**src/rtl/wb_rr_arbiter_4_pkg.sv**
```systemverilog
// Shared constants for the four-port Wishbone round-robin arbiter:
// grant-vector width, index width, watchdog width and FSM encoding.
package wb_rr_arbiter_4_pkg;

  localparam int GRANT_W = 4;
  localparam int IDX_W   = 2;
  localparam int WD_W    = 16;

  // Reset value of the last-winner pointer: pointing at master 3 makes
  // master 0 the first candidate after reset.
  localparam logic [IDX_W-1:0] LAST_RESET = IDX_W'(GRANT_W - 1);

  typedef enum logic {
    ST_IDLE = 1'b0,
    ST_BUSY = 1'b1
  } arb_state_e;

  // Binary index of a one-hot vector; an all-zero vector maps to 0.
  function automatic logic [IDX_W-1:0] onehot_to_idx(input logic [GRANT_W-1:0] oh);
    logic [IDX_W-1:0] idx;
    idx = '0;
    for (int i = 0; i < GRANT_W; i++) begin
      if (oh[i]) idx = idx | IDX_W'(i);
    end
    return idx;
  endfunction

endpackage

```
**src/rtl/wb_rr_arbiter_4_select.sv**
```systemverilog
// Combinational rotate-priority encoder: picks the first requester
// scanning last+1, last+2, ... modulo 4.
module wb_rr_select
  import wb_rr_arbiter_4_pkg::*;
(
  input  logic [GRANT_W-1:0] req,
  input  logic [IDX_W-1:0]   last,
  output logic [GRANT_W-1:0] grant,
  output logic               valid
);

  // Scan from the position after the previous winner, wrapping to it last.
  always_comb begin
    logic [IDX_W-1:0] idx;
    grant = '0;
    valid = 1'b0;
    idx   = '0;
    for (int i = 1; i <= GRANT_W; i++) begin
      idx = last + IDX_W'(i);
      if (!valid && req[idx]) begin
        grant[idx] = 1'b1;
        valid      = 1'b1;
      end
    end
  end

endmodule

```
**src/rtl/wb_rr_arbiter_4.sv**
```systemverilog
// Four-master round-robin Wishbone arbiter sharing one slave port.
// Grants last for a whole bus cycle; a watchdog ends stalled strobes
// with a locally generated error.
module wb_rr_arbiter_4
  import wb_rr_arbiter_4_pkg::*;
#(
  parameter int          ADDR_WIDTH   = 32,
  parameter int          DATA_WIDTH   = 32,
  parameter int          SELECT_WIDTH = DATA_WIDTH / 8,
  parameter int unsigned TIMEOUT      = 255
) (
  input  logic                             clk,
  input  logic                             rst,
  input  logic [GRANT_W*ADDR_WIDTH-1:0]    wbm_adr_i,
  input  logic [GRANT_W*DATA_WIDTH-1:0]    wbm_dat_i,
  output logic [GRANT_W*DATA_WIDTH-1:0]    wbm_dat_o,
  input  logic [GRANT_W-1:0]               wbm_we_i,
  input  logic [GRANT_W*SELECT_WIDTH-1:0]  wbm_sel_i,
  input  logic [GRANT_W-1:0]               wbm_stb_i,
  input  logic [GRANT_W-1:0]               wbm_cyc_i,
  output logic [GRANT_W-1:0]               wbm_ack_o,
  output logic [GRANT_W-1:0]               wbm_err_o,
  output logic [GRANT_W-1:0]               wbm_rty_o,
  output logic [ADDR_WIDTH-1:0]            wbs_adr_o,
  output logic [DATA_WIDTH-1:0]            wbs_dat_o,
  input  logic [DATA_WIDTH-1:0]            wbs_dat_i,
  output logic [SELECT_WIDTH-1:0]          wbs_sel_o,
  output logic                             wbs_we_o,
  output logic                             wbs_stb_o,
  output logic                             wbs_cyc_o,
  input  logic                             wbs_ack_i,
  input  logic                             wbs_err_i,
  input  logic                             wbs_rty_i,
  output logic [GRANT_W-1:0]               grant_o
);

  localparam logic            WD_EN       = (TIMEOUT != 0);
  localparam logic [WD_W-1:0] TIMEOUT_CNT = WD_W'(TIMEOUT);

  arb_state_e         state_q, state_d;
  logic [GRANT_W-1:0] grant_q, grant_d;
  logic [IDX_W-1:0]   last_q, last_d;
  logic [WD_W-1:0]    wd_q, wd_d;

  logic [GRANT_W-1:0] sel_grant;
  logic               sel_valid;
  logic               busy;
  logic [IDX_W-1:0]   gnt_idx;
  logic               raw_stb;
  logic               slave_term;
  logic               timeout;
  logic [GRANT_W-1:0] route_mask;

  wb_rr_select u_select (
    .req   (wbm_cyc_i),
    .last  (last_q),
    .grant (sel_grant),
    .valid (sel_valid)
  );

  assign busy    = (state_q == ST_BUSY);
  assign gnt_idx = onehot_to_idx(grant_q);
  assign grant_o = grant_q;

  // State, grant, last-winner and watchdog registers.
  // NOTE: sequential state uses non-blocking assignments so every register
  // samples the pre-edge values, independent of block ordering.
  always_ff @(posedge clk or posedge rst) begin
    if (rst) begin
      state_q <= ST_IDLE;
      grant_q <= '0;
      last_q  <= LAST_RESET;
      wd_q    <= '0;
    end else begin
      state_q <= state_d;
      grant_q <= grant_d;
      last_q  <= last_d;
      wd_q    <= wd_d;
    end
  end

  // Next-state logic: grant on any cyc in IDLE, release when the owner drops cyc.
  // NOTE: every signal gets its default first so no path leaves it unassigned,
  // which would otherwise infer a latch.
  always_comb begin
    state_d = state_q;
    grant_d = grant_q;
    last_d  = last_q;
    case (state_q)
      ST_IDLE: begin
        if (sel_valid) begin
          state_d = ST_BUSY;
          grant_d = sel_grant;
          last_d  = onehot_to_idx(sel_grant);
        end
      end
      ST_BUSY: begin
        if ((wbm_cyc_i & grant_q) == '0) begin
          state_d = ST_IDLE;
          grant_d = '0;
        end
      end
      default: begin
        state_d = ST_IDLE;
        grant_d = '0;
      end
    endcase
  end

  // Watchdog: count unanswered strobe cycles, fire when the count hits TIMEOUT.
  always_comb begin
    raw_stb    = busy & wbm_stb_i[gnt_idx];
    slave_term = wbs_ack_i | wbs_err_i | wbs_rty_i;
    timeout    = WD_EN && raw_stb && (wd_q == TIMEOUT_CNT);
    if (WD_EN && raw_stb && !slave_term && !timeout) wd_d = wd_q + 1'b1;
    else                                            wd_d = '0;
  end

  // Slave-side multiplexing from the granted master (master 0 slice when idle).
  always_comb begin
    wbs_adr_o = wbm_adr_i[int'(gnt_idx)*ADDR_WIDTH +: ADDR_WIDTH];
    wbs_dat_o = wbm_dat_i[int'(gnt_idx)*DATA_WIDTH +: DATA_WIDTH];
    wbs_sel_o = wbm_sel_i[int'(gnt_idx)*SELECT_WIDTH +: SELECT_WIDTH];
    wbs_we_o  = busy & wbm_we_i[gnt_idx];
    wbs_cyc_o = busy & wbm_cyc_i[gnt_idx];
    wbs_stb_o = raw_stb & ~timeout;
  end

  // Termination routing: only the granted master sees slave terminations;
  // a watchdog timeout overrides whatever the slave drives that cycle.
  always_comb begin
    route_mask = busy ? grant_q : '0;
    wbm_ack_o  = route_mask & {GRANT_W{wbs_ack_i & ~timeout}};
    wbm_err_o  = route_mask & {GRANT_W{(wbs_err_i & ~timeout) | timeout}};
    wbm_rty_o  = route_mask & {GRANT_W{wbs_rty_i & ~timeout}};
    wbm_dat_o  = {GRANT_W{wbs_dat_i}};
  end

endmodule

```
**config.mk**
```make
export PLATFORM = sky130hd
export DESIGN_NAME = wb_rr_arbiter_4
export DESIGN_NICKNAME = d
export VERILOG_FILES = /design/src/rtl/wb_rr_arbiter_4_pkg.sv /design/src/rtl/wb_rr_arbiter_4_select.sv /design/src/rtl/wb_rr_arbiter_4.sv
export SDC_FILE = /design/constraint.sdc
export NUM_CORES = 1
export LEC_CHECK = 0
export ABC_AREA = 1
export CAP_MARGIN = 30
export CORE_AREA = 2 2 207 209
export DETAILED_ROUTE_END_ITERATION = 10
export DIE_AREA = 0 0 209 211
export GPL_ROUTABILITY_DRIVEN = 0
export PLACE_DENSITY = 0.51
export SLEW_MARGIN = 20
export SYNTH_ARGS = -nofsm -noshare
export SYNTH_HDL_FRONTEND = slang
export SYNTH_HIERARCHICAL = 1
export SYNTH_SLANG_ARGS = --single-unit
```
**constraint.sdc**
```tcl
create_clock -name clk -period 2.5 [get_ports clk]
set_clock_uncertainty 0.2 [all_clocks]
set_input_delay 0.75 -clock clk [delete_from_list [all_inputs] [get_ports clk]]
set_output_delay 0.75 -clock clk [all_outputs]
set_load 0.02 [all_outputs]
```
# After elaboration in Yosys (flattened, before gate mapping)
# Cells that the tools add are included.
[totals]
out_inout_bits = 215
mem_bits_rw = 0
romBits = 0
elab_cells = 104
reg_bits = 23
in_bits = 321
latchBits = 0
memories = 0
[classes]
n_addsub = 4
order_cmp = 9
div = 0
muxes = 44
n_reduce_logical = 18
multipliers = 0
n_shift = 3
bitwise_logic = 19
eq_ne = 3
[ops]
columns = ["operator", "n"]
rows = [
  ["128-bit by 8-bit indexed part select with 32-bit output", 2],
  ["4-bit two-way mux", 7],
  ["1-bit two-way mux", 19],
  ["16-bit by 1-bit adder with 16-bit output, second input constant", 1],
  ["4-bit AND", 4],
  ["16-bit by 8-bit == test with 1-bit output, second input constant", 1],
  ["16-bit two-way mux", 1],
  ["16-bit by 5-bit indexed part select with 4-bit output", 1],
  ["2-bit by 3-bit less-than comparator with 1-bit output, second input constant", 5],
  ["1-bit binary-select mux with 2-bit select", 7],
  ["4-bit OR", 3],
  ["1-bit logical AND", 10],
  ["1-bit demux with 2-bit select", 4],
  ["2-bit by 1-bit greater-or-equal comparator with 1-bit output, second input constant", 4],
  ["2-bit two-way mux", 4],
  ["4-bit case mux with 2 select lines", 1],
  ["1-bit AND", 7],
  ["1-bit zero test", 5],
  ["2-bit adder, second input constant", 2],
  ["4-bit zero test", 1],
  ["2-bit AND reduction", 2],
  ["1-bit OR", 3],
  ["2-bit by 1-bit adder with 2-bit output, second input constant", 1],
  ["2-bit by 1-bit inequality test with 1-bit output, second input constant", 1],
  ["other kinds (3)", 4],
]

# Longest topological paths before layout
# Gate-level depths: netlist (run 1).
[depth]
depth_word = 16
ltp_mapped = 12
depth_no_buf = 12

# Hierarchy
# Netlist (run 1), hierarchy kept.
[by_module_without_submodules]
columns = ["mod", "instances", "area_each_um2", "cells_per_inst", "seq_area_each_um2"]
rows = [
  ["wb_rr_arbiter_4", 1, 4076.4, 644, 578.1],
  ["wb_rr_select", 1, 451.7, 80, 0.0],
]

# Worst setup path before layout (run 1)
# No wires, ideal clock.
[synth_path]
kind = "register to output"
startpoint = "register grant_q[3], in the netlist grant_o[3]"
endpoint = "output port wbs_adr_o[10]"
setup_slack_ns = -0.015
required_ns = 1.550
stages_incl_launch_ff = 6
n_path_buf = 2
arrival_time_ns = 1.565
cell_sequence = "dfrtp_1 -> nor2_2 -> buf_2 -> buf_2 -> o22ai_1 -> a22oi_1"
[synth_via]
elab_chain_cells = 2
[synth_rtl]
columns = ["element", "line", "text"]
rows = [
  ["start, declared", "wb_rr_arbiter_4.sv:41", "logic [GRANT_W-1:0] grant_q, grant_d;"],
  ["start signal, assigned", "wb_rr_arbiter_4.sv:76", "grant_q <= grant_d;"],
  ["2-bit two-way mux", "wb_rr_arbiter_4_pkg.sv:23", "if (oh[i]) idx = idx | IDX_W'(i);"],
  ["128-bit by 8-bit indexed part select with 32-bit output", "wb_rr_arbiter_4.sv:121", "wbs_adr_o = wbm_adr_i[int'(gnt_idx)*ADDR_WIDTH +: ADDR_WIDTH];"],
  ["end, declared", "wb_rr_arbiter_4.sv:24", "output logic [ADDR_WIDTH-1:0] wbs_adr_o,"],
]
# No other way between the ends.

# Final worst setup path (run 1)
[layout_path]
startpoint = "register grant_q[3], in the netlist grant_o[3]"
endpoint = "output port wbm_rty_o[2]"
[layout_via]
elab_chain_cells = 8
[layout_rtl]
columns = ["element", "line", "text"]
rows = [
  ["2-bit two-way mux", "wb_rr_arbiter_4_pkg.sv:23", ""],
  ["1-bit binary-select mux with 2-bit select", "wb_rr_arbiter_4.sv:112", "raw_stb = busy & wbm_stb_i[gnt_idx];"],
  ["1-bit two-way mux (not written as such)", "wb_rr_arbiter_4.sv:112", ""],
  ["1-bit AND", "wb_rr_arbiter_4.sv:112", ""],
  ["1-bit logical AND", "wb_rr_arbiter_4.sv:114", "timeout = WD_EN && raw_stb && (wd_q == TIMEOUT_CNT);"],
  ["1-bit NOT", "wb_rr_arbiter_4.sv:135", "wbm_rty_o = route_mask & {GRANT_W{wbs_rty_i & ~timeout}};"],
  ["1-bit AND", "wb_rr_arbiter_4.sv:135", ""],
  ["4-bit AND", "wb_rr_arbiter_4.sv:135", ""],
  ["end, declared", "wb_rr_arbiter_4.sv:23", "output logic [GRANT_W-1:0] wbm_rty_o,"],
]
# No other way between the ends. The select of a mux whose other input is x is not followed.

==> key figures, run 1 <==
Run status
  – Outcome: complete, but fails checks
  – Violated checks: negative setup slack

Run
  – Maxcap violations: 0

Global routing
  – Met1 usage: 0.141
  – Gr usage total: 0.118
  – Met3 Track Usage GR: 0.0369
  – Vias in the first global route: 6890
  – Initial antenna violation count: 0
  – Largest net degree at the start of global routing: 31
  – Met2 usage: 0.205
  – Global route hottest layer: met2
  – First-pass GRT wire length: 40100 um
  – GRT overflow: 0

Yosys
  – Top post-synthesis cells by area: buf_4 (21%), nand2_1 (12%), dfrtp_1 (12%)
  – YS warnings: 6
  – #FFs+latches synth: 23
  – Seq/Total Area, Yosys: 0.128
  – Post-Syn Instances: 724
  – Synth top area share: 0.212
  – Post-Syn Nets: 1054
  – Mean Syn Cell Area: 6.25 um^2
  – Syn Std Cell Area: 4530 um^2
  – Count of cell types in the netlist: 30
  – Post-synth top area cell: buf_4

Placement
  – IO Port Bufs: 375
  – Detailed Place HPWL: 21400 um
  – Placed cell areas: 8830 um^2

Route
  – Wirelength per Cell: 17.5 um
  – Initial drt markers: 340
  – DRC: 0
  – Routed Antenna Nets: 0
  – Via Count: 6600
  – DR vias/cell: 4.03
  – Total Wirelength: 28700 um
  – Pre-Repair DR Iteration Count: 5

Floorplanning
  – Core Area: 41800 um^2
  – Starting density of the core: 0.108
  – DIE HEIGHT: 211 um
  – Die X: 209 um
  – Number of I/O pins: 536
  – Cell Rows: 75
  – Total die area: 44100 um^2

Timing
  – Final worst-path cycle share: 1.15
  – Max Fclk: 348 MHz
  – Slew @ Worst Pin: 0.351 ns
  – Hold Slack: 0.323 ns
  – Max-slew violations: 0
  – Rel. slew slack: 0.764
  – RSZ-0062 raised after global routing: true
  – Final setup viols: 83
  – Final worst slack: -0.373 ns
  – Final Hold Violating Endpoints: 0
  – Period minus WS final: 2.87 ns

Finish
  – Final design area excluding fillers: 10900 um^2
  – Filler cell count: 4518
  – Proportion of layout cells with a drive suffix above 1: 0.383
  – Final nets: 1430
  – Area grow syn2layout: 140%
  – Diode count: 0
  – Util after Layout: 0.261

Worst setup path
  – CP cell instances: buf_6, nor2_4, buf_12, buf_8, nand2_4, nand3_4, nand2_4, nand3_4, nand2_8, nor2_4, buf_6
  – CP peak stage delay: 0.41 ns
  – Slowest cell on the critical path: dfrtp_1
  – Req. time, crit path: 1.55 ns
  – Arrival time worst endpoint: 1.92 ns
  – Crit path max fanout: 7
  – Kind of critical path: reg2out
  – Reg2reg setup slack: 0.27 ns
  – Crit. End Element: output port
  – Worst setup SP type: flip-flop

CTS
  – CTS sink count: 23
  – Total CTS buffers: 3
  – Reg clk slew, reported paths: 0.06 ns
  – Worst-Skew Late Latency: 0.26 ns
  – CTS Buffer Depth: 2
  – CTS tree: built
  – Root buffer cell: clkbuf_16
  – Hold_buf cts: 0
  – H-tree depth: 1

Power and ir drop
  – Maximum VDD drop: 0.000383 V
  – Sw Share: 0.463
  – Leak: 0.00437 uW
  – Reg power frac: 0.048
  – Power share of the clock group: 0.036
  – Sw Pwr: 4500 uW
  – Logic pwr share: 0.915
  – Internal: 5210 uW
  – PwrDens: 892 nW/um^2

Worst hold path
  – Hold Path Class: reg2reg
-- layer usage --
layer,part of all wire,wire [um]
met5,0,0
met2,0.49,14200
met1,0.40,11400
met4,0.026,756
met3,0.083,2390
-- cells in the final DEF (no fill, tap or decap), types with 3 or more instances in the layout --
| cell | Yosys | final |
|---|---|---|
| nor2_1 | 55 | 44 |
| nand3_1 | 27 | 26 |
| buf_4 | 128 | 121 |
| a21oi_4 | 0 | 3 |
| nor2_2 | 2 | 3 |
| nor2_4 | 1 | 11 |
| nand3_4 | 2 | 4 |
| xor2_1 | 7 | 7 |
| xnor2_1 | 3 | 3 |
| buf_6 | 1 | 78 |
| a21oi_2 | 0 | 23 |
| nand2_2 | 6 | 12 |
| clkbuf_16 | 0 | 4 |
| clkdlybuf4s50_1 | 0 | 274 |
| nand2_1 | 147 | 129 |
| nor3_1 | 3 | 3 |
| nand2_4 | 1 | 9 |
| buf_12 | 0 | 31 |
| o22ai_1 | 68 | 32 |
| dlygate4sd2_1 | 0 | 16 |
| dfrtp_1 | 21 | 20 |
| buf_16 | 0 | 10 |
| buf_8 | 0 | 13 |
| o22ai_4 | 0 | 12 |
| nand4_1 | 3 | 3 |
| ha_1 | 9 | 9 |
| inv_1 | 35 | 34 |
| o22ai_2 | 0 | 24 |
| nand2_8 | 0 | 4 |
| o21ai_0 | 8 | 6 |
| a22oi_1 | 68 | 17 |
| a22oi_2 | 0 | 51 |
| a21oi_1 | 74 | 48 |
-- what timing repair did --
action | CTS | global route
pin swaps | 48 | 36
resized for setup | 578 | 126
gates cloned | 14 | 1
setup buffers | 50 | 14
setup endpoints to repair | 83 | 83
-- worst max-delay path: cells and delay by family, from the launching register on --
kind	cells	cell delay [ns]
buf+inv	4	0.54
flops	1	0.41
simple gates	7	0.71
-- final timing paths --
path / from / to / depth (start not counted)
max: grant_o[3] / wbm_rty_o[2] / 11
min: wd_q[14] / wd_q[14] / 3
max reg2reg: last_q[0] / last_q[0] / 12
min reg2reg: wd_q[14] / wd_q[14] / 3
max in group asynchronous: rst / last_q[1] / 3
min in group asynchronous: rst / wd_q[10] / 3
-- power by group through the flow --
stage                     sequential [uW]  clock, uW  combinational, uW
final                                 468        353               8890
after global routing                  474        371               9440
after CTS                             471        361               8490
after detailed placement              476          0               6590
after global placement                479          0               6570
after floorplan                       501          0               3440
-- metrics by stage --
| stage | power, uW | setup TNS (ns) | std cells | setup WS [ns] |
|---|---|---|---|---|
| final | 9710 | -22.09 | 1638 | -0.373 |
| after global routing | 10300 | -28.41 | 1638 | -0.466 |
| after CTS | 9320 | -22.84 | 1631 | -0.374 |
| after detailed placement | 7070 | -50.10 | 1566 | -0.862 |
| after global placement | 7050 | -50.33 | 1566 | -0.888 |
| after floorplan | 3940 | -0.0927 | 724 | -0.0155 |
-- cell usage after synthesis --
cell and instances:
ha_1 9, nand3_2 2, dfstp_2 2, nand3_1 27, nor2_2 2, nand2_4 1
xor2_1 7, o211ai_1 1, dfrtp_1 21, nand2_1 147, nand3_4 2, a22oi_1 68
o21a_1 1, inv_2 2, o21ai_0 8, nand2_2 6, xnor2_1 3, nand4_1 3
nor2_4 1, buf_2 23, nor3_1 3, nand4_4 1, nor2_1 55, inv_1 35
buf_4 128, buf_6 1, buf_1 4, a21oi_1 74, o22ai_1 68, clkbuf_1 19
-- sequential cells by signal, indices dropped and copies added, names as in the netlist --
signal   cells
busy         1
wd_q        16
grant_o      4
last_q       2
-- cell type report --
class / instances / area [um^2] / share of cell area
Timing Repair Buffer: 546 / 5810 / 0.534
Multi-Input combinational cell: 489 / 3570 / 0.328
Tap cell: 539 / 674 / 0.0620
Sequential cell: 23 / 579 / 0.0532
Inverter: 37 / 170 / 0.0156
Clock buffer: 4 / 78.8 / 0.00725
-- logic make-up (layout without fill, tap and decap cells) --
logic type,Yosys count,count (layout),synth area share
xor gates and xnor gates,10,10,0.0193
adders and majority gates,9,9,0.0249
DFF,23,23,0.128
AOI/OAI and AO/OA,220,220,0.301
and+or+nand+nor,250,250,0.238
buffers and inverters,212,587,0.290
Power figures use the tool's default switching activity.
==> inputs of run 2 (changes only) <==
--- a/config.mk
+++ b/config.mk
@@ -11,7 +11,6 @@
 export DETAILED_ROUTE_END_ITERATION = 10
 export DIE_AREA = 0 0 209 211
 export GPL_ROUTABILITY_DRIVEN = 0
-export PLACE_DENSITY = 0.51
 export SLEW_MARGIN = 20
 export SYNTH_ARGS = -nofsm -noshare
 export SYNTH_HDL_FRONTEND = slang
==> key figures, run 2 (synthesized netlist as in run 1, its figures left out) <==
CTS
  – CTS Buffer Depth: 2 (unchanged)
  – Total CTS buffers: 3 (unchanged)
  – Root buffer cell: clkbuf_16
  – Hold_buf cts: 0 (unchanged)
  – Worst-Skew Late Latency: 0.26 ns (about the same)
  – CTS sink count: 23 (unchanged)
  – H-tree depth: 1 (unchanged)
  – Reg clk slew, reported paths: 0.07 ns (about the same)
  – CTS tree: built

Worst setup path
  – CP cell instances: buf_12, clkinv_8, nand2_8, buf_6, nand2_4, nand3_2, nand2_2, nand3_4, nand2_8, nor2_4, buf_6
  – Crit path buffers/inverters: 4 (unchanged)
  – Crit path max fanout: 6 (-1)
  – CP peak stage delay: 0.51 ns (+0.10 ns)
  – Crit. End Element: output port
  – Reg2reg setup slack: 0.21 ns (-0.06 ns)
  – Kind of critical path: reg2out
  – Slowest cell on the critical path: dfrtp_4
  – Arrival time worst endpoint: 1.93 ns (about the same)
  – Worst path top cell family by delay: simple AND/OR/NAND/NOR gates
  – Req. time, crit path: 1.55 ns (about the same)
  – Worst setup SP type: flip-flop

Route
  – Initial drt markers: 268 (-21%)
  – Routed Antenna Nets: 0 (unchanged)
  – Total Wirelength: 27200 um (-5.3%)
  – Pre-Repair DR Iteration Count: 4 (-1)
  – Via Count: 6468 (-2.0%)
  – Wirelength per Cell: 16.9 um (-3.8%)
  – DR vias/cell: 4.01 (-0.48%)
  – DRC: 0 (unchanged)

Power and ir drop
  – Sw Share: 0.476 (+0.0127)
  – Leak: 0.00410 uW (-6.2%)
  – Internal: 4690 uW (-9.9%)
  – Power share of the clock group: 0.040 (+0.004)
  – Total Power: 8960 uW (-7.7%)
  – Maximum VDD drop: 0.000420 V (+9.7%)
  – PwrDens: 872 nW/um^2 (-2.3%)
  – Reg power frac: 0.055 (+0.007)
  – Sw Pwr: 4270 uW (-5.1%)
  – Logic pwr share: 0.905 (-0.010)

Finish
  – Commonest non-fill, non-tap cells in the layout: clkdlybuf4s50_1 (287), nand2_1 (128), buf_4 (110)
  – Biggest register: wd_q
  – Util after Layout: 0.246 (-0.0144)
  – Number of flip-flops in the largest register: 16 (unchanged)
  – Most common cell after layout, fill and taps aside: clkdlybuf4s50_1
  – Layout Cells excl Fill: 1613 (-1.5%)
  – Final nets: 1403 (-1.9%)
  – Area grow syn2layout: 127%
  – Proportion of layout cells with a drive suffix above 1: 0.345 (-0.0379)

Floorplanning
  – Die X: 209 um (unchanged)
  – Number of I/O pins: 536 (unchanged)
  – Starting density of the core: 0.108 (unchanged)
  – Core Area: 41800 um^2 (unchanged)
  – Total die area: 44100 um^2 (unchanged)
  – Cell Rows: 75 (unchanged)
  – DIE HEIGHT: 211 um (unchanged)

Placement
  – Post-placement worst setup slack: -0.898 ns (-0.0351 ns)
  – IO Port Bufs: 375 (unchanged)
  – Dpl cells: 1558 (-0.51%)
  – Detailed Place HPWL: 19900 um (-6.9%)

Timing
  – Max Fclk: 348 MHz (about the same)
  – Final setup viols: 84 (+1.2%)
  – Period minus WS final: 2.88 ns (+0.00215 ns)
  – Final worst slack: -0.375 ns (-0.00215 ns)
  – RSZ-0062 raised after global routing: true
  – Final Hold Violating Endpoints: 0 (unchanged)
  – Rel. slew slack: 0.678 (-0.0856)
  – Slew @ Worst Pin: 0.482 ns (+0.131 ns)
  – Max-slew violations: 0 (unchanged)
  – Setup TNS: -21.75 ns (+0.344 ns)
  – Final worst-path cycle share: 1.15 (about the same)

Global routing
  – GRT overflow: 0 (unchanged)
  – First-pass GRT wire length: 37400 um (-6.6%)
  – Largest net degree at the start of global routing: 38 (+23%)
  – Gr usage total: 0.110 (-0.00838)
  – Vias in the first global route: 6652 (-3.5%)
  – Initial antenna violation count: 2 (+2)

Run status
  – Violated checks: negative setup slack
  – Outcome: complete, but fails checks

Worst hold path
  – Hold Path Class: reg2reg

Run
  – Maxcap violations: 0 (unchanged)
==> run 2: cell count changes in the layout (fill, tap and decap cells not counted), moves of 5 or more <==
cell             before  now
dlygate4sd2_1        16    4
buf_12               31   23
buf_4               121  110
buf_2                 0    7
buf_6                78   65
clkdlybuf4s50_1     274  287
o22ai_4              12    5
o22ai_2              24   12
a21oi_1              48   54
buf_8                13    7
o22ai_1              32   51
buf_16               10    5
==> run 2: power groups by stage <==
stage | clock network (uW) | logic, uW | registers [uW]
after global routing | 386 | 8640 | 500
after detailed placement | 0 | 6410 | 497
after global placement | 0 | 6360 | 496
after floorplan | 0 | 3440 | 501
after CTS | 366 | 7420 | 495
final | 358 | 8110 | 492
==> run 2: worst paths after layout <==
path / startpoint / to / depth (start not counted)
hold / removal: wd_q[14] / wd_q[14] / 3
min in group asynchronous: rst / grant_o[0] / 2
setup / recovery: grant_o[1] / wbm_rty_o[0] / 11
max in group asynchronous: rst / wd_q[6] / 3
setup reg to reg: last_q[0] / last_q[0] / 11
hold reg to reg: wd_q[14] / wd_q[14] / 3
==> run 2: repair_timing <==
item	in CTS	in global routing
pin swaps	23	38
buffers inserted	23	15
cloned	11	5
resized for setup	431	152
endpoints found under the setup margin	84	84
==> run 2: stage by stage <==
step	hold WS, ns	instance area [um^2]
after floorplan	0.231	4660
after global placement	0.310	8770
after detailed placement	0.311	8770
after CTS	0.322	9520
after global routing	0.333	10300
final	0.323	10300
==> run 2: per-layer routing <==
layer | wire length (um) | share of wire | track usage | up-vias
li1 | - | - | - | 3075
met1 | 10500 | 0.39 | 0.128 | 3030
met2 | 14000 | 0.51 | 0.198 | 310
met3 | 2100 | 0.077 | 0.0269 | 53
met4 | 626 | 0.023 | 0.0323 | 0
met5 | 0 | 0 | 0 | -
==> run 2: area by class of cell <==
type / instances / area [um^2]
antenna: 2 / 5.00
clock buffer: 3 / 75.1
clock inverter: 1 / 7.51
fill: 4539 / 31500
inverter: 37 / 166
multi-input combinational: 489 / 3340
sequential: 23 / 583
tap: 539 / 674
timing repair buffer: 519 / 5430
==> run 2: worst register-to-register path: stages (launching register included) <==
cell	delay [ns]
dfstp_2	0.54
inv_2	0.10
ha_1	0.38
inv_1	0.10
nand3_1	0.09
nand2_1	0.12
nor2_4	0.13
nand2_1	0.07
nand2_1	0.16
inv_1	0.09
nand2_1	0.10
o211ai_1	0.11
==> inputs of run 3 (changes only) <==
--- a/config.mk
+++ b/config.mk
@@ -7,9 +7,9 @@
 export LEC_CHECK = 0
 export ABC_AREA = 1
 export CAP_MARGIN = 30
-export CORE_AREA = 2 2 207 209
+export CORE_AREA = 2 2 208 210
 export DETAILED_ROUTE_END_ITERATION = 10
-export DIE_AREA = 0 0 209 211
+export DIE_AREA = 0 0 210 212
 export GPL_ROUTABILITY_DRIVEN = 0
 export SLEW_MARGIN = 20
 export SYNTH_ARGS = -nofsm -noshare
==> constraint.sdc (replaced) <==
create_clock -name clk -period 3.2 [get_ports clk]
set_clock_uncertainty 0.2 [all_clocks]
set_input_delay 0.96 -clock clk [delete_from_list [all_inputs] [get_ports clk]]
set_output_delay 0.96 -clock clk [all_outputs]
set_load 0.02 [all_outputs]
==> key figures, run 3 (synthesized netlist as in run 1, its figures left out) <==
Run status
  – Outcome: complete, no violations

Route
  – Via Count: 6061 (-6.3%)
  – Routed Antenna Nets: 0 (unchanged)
  – Pre-Repair DR Iteration Count: 5 (+1)
  – Total Wirelength: 21600 um (-21%)
  – Initial drt markers: 331 (+24%)
  – DR vias/cell: 3.96 (-1.3%)
  – Wirelength per Cell: 14.1 um (-16%)
  – DRC: 0 (unchanged)

Timing
  – Final worst-path cycle share: 0.997
  – Rel. slew slack: 0.691 (+0.0126)
  – Slew @ Worst Pin: 0.463 ns (-0.0189 ns)
  – Max Fclk: 313 MHz
  – Final Hold Violating Endpoints: 0 (unchanged)
  – Final setup viols: 0 (-100%)
  – RSZ-0062 raised after global routing: true
  – Max-slew violations: 0 (unchanged)
  – Period minus WS final: 3.19 ns
  – Setup TNS: 0 ns (+21.75 ns)

Power and ir drop
  – Leak: 0.00325 uW (-21%)
  – Logic pwr share: 0.862 (-0.043)
  – Power share of the clock group: 0.055 (+0.015)
  – Reg power frac: 0.083 (+0.028)
  – PwrDens: 599 nW/um^2 (-31%)
  – Internal: 2300 uW (-51%)
  – Sw Share: 0.535 (+0.0587)
  – Maximum VDD drop: 0.000234 V (-44%)
  – Sw Pwr: 2650 uW (-38%)

Worst setup path
  – Worst setup SP type: input port
  – Crit. End Element: output port
  – CP peak stage delay: 0.45 ns (-0.06 ns)
  – Arrival time worst endpoint: 2.03 ns (+0.10 ns)
  – Crit path max fanout: 1 (-5)
  – Crit path buffers/inverters: 2 (-2)
  – Slowest cell on the critical path: clkdlybuf4s50_1
  – CP cell instances: clkdlybuf4s50_1, o22ai_1, a22oi_1, clkdlybuf4s15_1
  – Kind of critical path: in2out
  – Req. time, crit path: 2.04 ns (+0.49 ns)
  – Worst path top cell family by delay: buffers and inverters

CTS
  – Total CTS buffers: 3 (unchanged)
  – H-tree depth: 1 (unchanged)
  – Root buffer cell: clkbuf_16
  – Worst-Skew Late Latency: 0.26 ns (about the same)
  – Hold_buf cts: 0 (unchanged)
  – CTS Buffer Depth: 2 (unchanged)
  – CTS tree: built
  – CTS sink count: 23 (unchanged)
  – Reg clk slew, reported paths: 0.05 ns (-0.02 ns)

Global routing
  – Global route hottest layer: met2
  – Largest net degree at the start of global routing: 50 (+32%)
  – Met2 usage: 0.150 (-0.0477)
  – Initial antenna violation count: 1 (-1)
  – GRT overflow: 0 (unchanged)
  – Met3 Track Usage GR: 0.0230 (-0.00387)
  – Vias in the first global route: 5792 (-13%)
  – First-pass GRT wire length: 30500 um (-19%)
  – Gr usage total: 0.0859 (-0.0239)
  – Met1 usage: 0.0967 (-0.0318)

Floorplanning
  – Die X: 210 um (+0.48%)
  – DIE HEIGHT: 212 um (+0.47%)
  – Total die area: 44500 um^2 (+0.95%)
  – Starting density of the core: 0.107 (-0.00191)
  – Core Area: 42500 um^2 (+1.8%)
  – Number of I/O pins: 536 (unchanged)
  – Cell Rows: 76 (+1.3%)

Worst hold path
  – Hold Path Class: reg2reg

Placement
  – IO Port Bufs: 375 (unchanged)
  – Detailed Place HPWL: 17900 um (-10%)
  – Placed cell areas: 8330 um^2 (-5.1%)
  – Dpl cells: 1525 (-2.1%)

Finish
  – Number of flip-flops in the largest register: 16 (unchanged)
  – Register area: 579 um^2 (-0.64%)
  – Filler cell count: 4806 (+5.9%)
  – Biggest register: wd_q
  – Area grow syn2layout: 82.4%
  – Most common cell after layout, fill and taps aside: clkdlybuf4s50_1
  – Final design area excluding fillers: 8260 um^2 (-20%)
  – Final nets: 1316 (-6.2%)
  – Diode count: 0 (-2)
  – Layout Cells excl Fill: 1531 (-5.1%)
  – Proportion of layout cells with a drive suffix above 1: 0.184 (-0.161)
  – Commonest non-fill, non-tap cells in the layout: clkdlybuf4s50_1 (286), nand2_1 (142), a21oi_1 (73)
  – Area of the multi-input gates: 2750 um^2 (-18%)

Run
  – Maxcap violations: 0 (unchanged)
## run 3: cell types whose count changed in the layout (fill, tap and decap cells not counted), moves of 13 or more
cell	delta
a21oi_2	-18
o22ai_1	+15
clkbuf_2	+25
a22oi_1	+47
buf_4	-47
a22oi_2	-47
nand2_1	+14
buf_6	-60
buf_2	+19
a21oi_1	+19
buf_12	-13
## run 3: final cells by class
cell class | instances | area share
Clock buffer | 4 | 0.00955
Multi-Input combinational cell | 489 | 0.333
Timing Repair Buffer | 432 | 0.487
Inverter | 37 | 0.0177
Sequential cell | 23 | 0.0702
Tap cell | 546 | 0.0827
## run 3: per-stage QoR
stage           util  total power, uW  hold slack, ns  setup slack [ns]
2_1_floorplan      -             2960           0.231             0.299
3_3_place_gp   0.196             4910           0.245            -0.712
3_5_place_dp   0.196             4950           0.249            -0.688
4_1_cts        0.197             5060           0.256           0.00127
5_1_grt        0.194             5310           0.295          -0.00930
6_report       0.194             4950           0.259           0.00938
## run 3: what timing repair did
action / CTS / global route
buffers inserted: 2 / 0
endpoints found under the setup margin: 80 / 65
pin swaps: 10 / 8
gates resized for setup: 231 / 96
## run 3: metal layers
layer	routed length (um)	up-vias
met5	17	-
met4	1010	2
met3	1960	67
met2	10400	355
met1	8200	2735
li1	-	2902
## run 3: final timing paths
path	startpoint	end	slack [ns]	depth (start not counted)
worst min-delay path	wd_q[0]	wd_q[0]	0.26	1
max in group asynchronous	rst	wd_q[9]	1.55	3
worst min register to register	wd_q[0]	wd_q[0]	0.26	1
min in group asynchronous	rst	busy	0.74	2
worst max-delay path	wbm_adr_i[43]	wbs_adr_o[11]	0.009	4
worst max register to register	last_q[0]	grant_o[1]	0.56	11
## run 3: power by group through the flow
stage,sequential (uW),combinational (uW),clock [uW]
2_1_floorplan,392,2570,0
3_5_place_dp,412,4530,0
6_report,412,4270,272
4_1_cts,411,4370,281
5_1_grt,424,4580,298
3_3_place_gp,413,4500,0
